## src/rtl/bus_timer_pkg.sv

```systemverilog
// Shared definitions for the memory-mapped interval timer.
package bus_timer_pkg;

    localparam logic [31:0] OFF_CTRL   = 32'h00;
    localparam logic [31:0] OFF_LOAD   = 32'h04;
    localparam logic [31:0] OFF_COUNT  = 32'h08;
    localparam logic [31:0] OFF_STATUS = 32'h0C;
    localparam logic [31:0] OFF_PRESC  = 32'h10;

    localparam int CTRL_EN     = 0;
    localparam int CTRL_RELOAD = 1;
    localparam int CTRL_IE     = 2;

    typedef enum logic {
        IDLE = 1'b0,
        ACK  = 1'b1
    } busState_t;

    function automatic logic [31:0] mergeHalf(
        input logic [31:0] old,
        input logic [31:0] data,
        input logic        half,
        input logic        upper
    );
        if (!half)
            return data;
        return upper ? {data[15:0], old[15:0]} : {old[31:16], data[15:0]};
    endfunction

endpackage

```

## src/rtl/bus_timer_tick.sv

```systemverilog
// Prescaler: one tick every presc+1 enabled cycles.
module tick_gen
    import bus_timer_pkg::*;
#(
    parameter int PRESC_W = 16
) (
    input  logic               clk,
    input  logic               rst,
    input  logic               en,
    input  logic [PRESC_W-1:0] presc,
    input  logic               restart,
    output logic               tick
);

    logic [PRESC_W-1:0] cnt;

    assign tick = en && (cnt == '0);

    // While disabled the divider sits preloaded so the first tick
    // lands exactly presc+1 cycles after enabling.
    always_ff @(posedge clk or posedge rst) begin
        if (rst)
            cnt <= '0;
        else if (!en || restart || tick)
            cnt <= presc;
        else
            cnt <= cnt - PRESC_W'(1);
    end

endmodule

```

## src/rtl/bus_timer.sv

```systemverilog
// Bus responder with MemOK handshake, timer registers and interrupt.
module bus_timer
    import bus_timer_pkg::*;
#(
    parameter int ADDR_W  = 9,
    parameter int PRESC_W = 16
) (
    input  logic              clk,
    input  logic              rst,
    input  logic              ChipSelect,
    input  logic [ADDR_W-1:0] Addr,
    input  logic              MemRead,
    input  logic              MemWrite,
    input  logic              SaveHalf,
    input  logic              LoadHalf,
    input  logic [31:0]       WriteData,
    output logic [31:0]       MemReadData,
    output logic              MemOK,
    input  logic              InteAccept,
    output logic              TimerInte
);

    busState_t          state;
    logic [2:0]         ctrl, ctrlNext;
    logic [31:0]        load, loadNext;
    logic [31:0]        count, countNext;
    logic               exp, expNext;
    logic [PRESC_W-1:0] presc, prescNext;

    logic [ADDR_W-1:0]  offset;
    logic [31:0]        rdWord, rdData, wrVal;
    logic               request, commit, tick, tickEff, expire;
    logic               restart, expClear;

    assign offset  = Addr & ~ADDR_W'(3);
    assign request = (state == IDLE) && ChipSelect && (MemRead || MemWrite);
    assign commit  = request && MemWrite;

    always_comb begin
        rdWord = '0;
        case (offset)
            ADDR_W'(OFF_CTRL):   rdWord = {29'd0, ctrl};
            ADDR_W'(OFF_LOAD):   rdWord = load;
            ADDR_W'(OFF_COUNT):  rdWord = count;
            ADDR_W'(OFF_STATUS): rdWord = {31'd0, exp};
            ADDR_W'(OFF_PRESC):  rdWord = 32'(presc);
            default:             rdWord = '0;
        endcase
    end

    assign rdData = LoadHalf
        ? {16'h0, Addr[1] ? rdWord[31:16] : rdWord[15:0]}
        : rdWord;

    assign wrVal = mergeHalf(rdWord, WriteData, SaveHalf, Addr[1]);

    // An upper-half STATUS write never touches EXP.
    assign expClear = InteAccept
        || (commit && offset == ADDR_W'(OFF_STATUS)
            && !(SaveHalf && Addr[1]) && WriteData[0]);

    assign tickEff = tick
        && !(commit && offset == ADDR_W'(OFF_CTRL) && !wrVal[CTRL_EN]);
    assign expire  = tickEff && (count == '0);

    always_comb begin
        ctrlNext  = ctrl;
        loadNext  = load;
        countNext = count;
        prescNext = presc;
        expNext   = exp;
        if (expClear)
            expNext = 1'b0;
        if (tickEff) begin
            if (count != '0)
                countNext = count - 32'd1;
            else if (ctrl[CTRL_RELOAD])
                countNext = load;
            else
                ctrlNext[CTRL_EN] = 1'b0;
        end
        if (expire)
            expNext = 1'b1;
        if (commit) begin
            case (offset)
                ADDR_W'(OFF_CTRL):  ctrlNext  = wrVal[2:0];
                ADDR_W'(OFF_LOAD):  loadNext  = wrVal;
                ADDR_W'(OFF_COUNT): countNext = wrVal;
                ADDR_W'(OFF_PRESC): prescNext = wrVal[PRESC_W-1:0];
                default: ;
            endcase
        end
    end

    assign restart = !ctrl[CTRL_EN] && ctrlNext[CTRL_EN];

    tick_gen #(.PRESC_W(PRESC_W)) u_tick (
        .clk     (clk),
        .rst     (rst),
        .en      (ctrl[CTRL_EN]),
        .presc   (presc),
        .restart (restart),
        .tick    (tick)
    );

    always_ff @(posedge clk or posedge rst) begin
        if (rst) begin
            ctrl      <= '0;
            load      <= '0;
            count     <= '0;
            exp       <= 1'b0;
            presc     <= '0;
            TimerInte <= 1'b0;
        end else begin
            ctrl      <= ctrlNext;
            load      <= loadNext;
            count     <= countNext;
            exp       <= expNext;
            presc     <= prescNext;
            TimerInte <= expNext && ctrlNext[CTRL_IE];
        end
    end

    always_ff @(posedge clk or posedge rst) begin
        if (rst) begin
            state       <= IDLE;
            MemOK       <= 1'b0;
            MemReadData <= '0;
        end else begin
            unique case (state)
                IDLE: if (request) begin
                    state <= ACK;
                    MemOK <= 1'b1;
                    if (MemRead)
                        MemReadData <= rdData;
                end
                ACK: if (!ChipSelect || !(MemRead || MemWrite)) begin
                    state <= IDLE;
                    MemOK <= 1'b0;
                end
            endcase
        end
    end

endmodule

```

## config.mk

```make
export PLATFORM = sky130hd
export DESIGN_NAME = bus_timer
export DESIGN_NICKNAME = d
export VERILOG_FILES = /design/src/rtl/bus_timer_pkg.sv /design/src/rtl/bus_timer_tick.sv /design/src/rtl/bus_timer.sv
export SDC_FILE = /design/constraint.sdc
export NUM_CORES = 1
export LEC_CHECK = 0
export ABC_AREA = 1
export BUFFER_PORTS_ARGS = -buffer_cell sky130_fd_sc_hd__buf_2
export CAP_MARGIN = 20
export CORE_MARGIN = 2
export CORE_UTILIZATION = 50
export CTS_BUF_LIST = sky130_fd_sc_hd__clkbuf_4
export DETAILED_ROUTE_END_ITERATION = 10
export PLACE_DENSITY = 0.69
export SLEW_MARGIN = 20
export SYNTH_ARGS = -nofsm -noshare
export SYNTH_HDL_FRONTEND = slang
export SYNTH_SLANG_ARGS = --single-unit
```

## constraint.sdc

```tcl
create_clock -name clk -period 7.4 [get_ports clk]
set_input_delay 0.37 -clock clk [delete_from_list [all_inputs] [get_ports clk]]
set_output_delay 0.37 -clock clk [all_outputs]
set_load 0.01 [all_outputs]
```

==> flow_metrics.env <==
export IMPL_yosys_area_top_type="dfrtp_1"
export IMPL_start_util=0.515
export IMPL_antenna_left=0
export IMPL_cts_tree="yes"
export IMPL_hp_class="input pin to flop"
export IMPL_grt_max_degree=76
export IMPL_p_leak_nw=4.68
export IMPL_synth_seq_cells=135
export IMPL_required_ns=7.85
export IMPL_drt_iter0_drc=1008
export IMPL_drtPass1Iterations=7
export IMPL_grt_pass1_vias=8092
export IMPL_cp_arrival_ns=3.69
export IMPL_synth_top_area_share=0.394
export IMPL_drc_errors=0
export IMPL_synth_area_um2=8560
export IMPL_ir_drop_uv=93.2
export IMPL_route_met2_wl_um=12200
export IMPL_numCtsBuffers=17
export IMPL_drt_met1_wl_um=12300
export IMPL_instances_no_fill=1565
export IMPL_finalSetupViolCount=0
export IMPL_synth_top_cells_by_area="dfrtp_1, nand2_1, o21ai_0, nor2_1, inv_1"
export IMPL_hold_violations=0
export IMPL_yosysWarnings=0
export IMPL_synth_seq_area_share=0.394
export IMPL_grt_total_usage=0.316
export IMPL_cp_end_kind="flop"
export IMPL_wl_per_cell_um=17.8
export IMPL_cp_max_fo=43
export IMPL_p_total_w=0.00202
export IMPL_drv_cap=0
export IMPL_status="finished clean"
export IMPL_synth_distinct_cells=42
export IMPL_powerDensity_nw_per_um2=216
export IMPL_syn_num_nets=1333
export IMPL_vias_per_cell=5.64
export IMPL_die_area_um2=18200
export IMPL_tns_ns=0
export IMPL_rows=47
export IMPL_dieHeight_um=135
export IMPL_post_route_min_period_ns=3.24
export IMPL_timing_fmax_mhz=309
export IMPL_clkSinkCount=135
export IMPL_worst_slack_ns=4.16
export IMPL_relSlewSlack=0.284
export IMPL_layout_common_cells="nand2_1, nor2_1, dfrtp_1, inv_1, o21ai_0"
export IMPL_clk_pin_slew_ns=0.14
export IMPL_grt_setup_unrepaired="no"
export IMPL_avgSynthCellArea_um2=6.68
export IMPL_htree_num_levels=4
export IMPL_fin_crit_sh=0.437
export IMPL_port_buffers=81
export IMPL_tightest_slew_ns=1.07
export IMPL_utilization=0.563
export IMPL_wl_met3_um=2280
export IMPL_slew_viol_final=0
export IMPL_syn_to_final_growth_pct=9.34
export IMPL_die_w_um=135
export IMPL_grt_first_pass_wirelength_um=43900
export IMPL_fin_skew_ns=0.0217
export IMPL_dpl_worst_slack_ns=4.09
export IMPL_globalplace_congestion=0.940
export IMPL_coreArea_um2=16600
export IMPL_critPathLaunchType="flop"
export IMPL_clk_insertion_delay_late_ns=0.59
export IMPL_fin_nets=1381
export IMPL_vias=8823
export IMPL_ios=83
export IMPL_cts_root_buf="clkbuf_4"
export IMPL_dp_cells=1530
export IMPL_synth_cells=1282
export IMPL_dp_hpwl_um=20000
export IMPL_top_layer_used="met4"
export IMPL_final_common_cell="nand2_1"
export IMPL_layout_drive_gt1_share=0.118
export IMPL_globalRouteOverflowTotal=0
export IMPL_clockBufferDepth=2
export IMPL_drt_total_wl_um=27900
export IMPL_antenna_found_initial=1
export IMPL_crit_type="flop to flop"
-- state kept, by name, summed over array words and instances, names as in the netlist --
signal	flops
MemOK	1
MemReadData	32
TimerInte	1
count	32
ctrl	3
exp	1
load	32
presc	16
state	1
u_tick.cnt	16
-- cell families after synthesis --
family | synth area share
XOR/XNOR | 0.0205
AO/OA/AOI/OAI | 0.171
adder cells (fa/ha/maj) | 0.00292
buffers and inverters | 0.0941
AND/OR/NAND/NOR | 0.314
flip-flops | 0.394
multiplexers | 0.00365
-- layer usage --
metal / vias up / global-route usage
li1: 4245 / -
met1: 4111 / 0.445
met2: 402 / 0.469
met3: 65 / 0.0657
met4: 0 / 0.144
met5: - / 0
-- timing repair --
| item | in CTS | in global routing |
|---|---|---|
| hold endpoints to repair | 74 | 0 |
| resized for setup | 0 | 0 |
| endpoints found under the setup margin | 0 | 0 |
| setup buffers | 0 | 0 |
| hold buffers | 1 | 0 |
-- power breakdown --
part	internal, W	leakage [nW]	switching, W
registers	0.000811	1.75	0.0000784
logic	0.000187	2.78	0.000368
clock network	0.000269	0.162	0.000310
total	0.00127	4.68	0.000756
-- worst max-delay path, cell delays in order, from the launching register on --
cell and delay, ns:
dfrtp_1 0.42, nor2_2 0.14, nand2_1 0.20, nor2_2 0.27, nand3_2 0.83, nand2_2 0.91, nand2_1 0.12, nand3_1 0.10
o21ai_1 0.10
-- metrics by stage --
step,hold slack (ns),area (µm²)
2_1_floorplan,0.440,8560
3_3_place_gp,0.458,9020
3_5_place_dp,0.462,9020
4_1_cts,0.0220,9360
5_1_grt,0.0424,9360
6_report,0.0340,9360
-- final cells by class --
class	count	area (µm²)
fillers	1652	7280
multi-input cells	947	4380
flip-flops and latches	135	3380
inverters	141	534
repair buffers	88	460
well taps	220	275
clock inverters	15	199
clock buffers	17	128
diodes	2	5.00
-- final timing paths --
kind	from	slack (ns)	to	depth (start not counted)
setup reg to reg	state	4.16	count[2]	8
hold / removal	ChipSelect	0.03	state	3
hold reg to reg	u_tick.cnt[0]	0.48	u_tick.cnt[0]	1
setup / recovery	state	4.16	count[2]	8
max in group asynchronous	rst	5.69	load[16]	4
min in group asynchronous	rst	0.45	load[3]	3
-- synthesized netlist by cell type, drive strengths merged --
| cell type | n |
|---|---|
| buf | 22 |
| mux2 | 1 |
| o22ai | 16 |
| o221ai | 6 |
| a22o | 5 |
| o211ai | 12 |
| a211oi | 1 |
| nor2 | 157 |
| a21boi | 2 |
| xnor2 | 4 |
| nor3 | 1 |
| xor2 | 16 |
| or2 | 3 |
| nand4 | 13 |
| nand2 | 390 |
| and2 | 1 |
| nor4 | 4 |
| ha | 2 |
| o21ai | 169 |
| nand3 | 81 |
| clkbuf | 37 |
| a21oi | 53 |
| mux2i | 2 |
| dfrtp | 135 |
| inv | 141 |
| a31oi | 4 |
| nand3b | 2 |
| o21a | 2 |
Power figures use the tool's default switching activity.
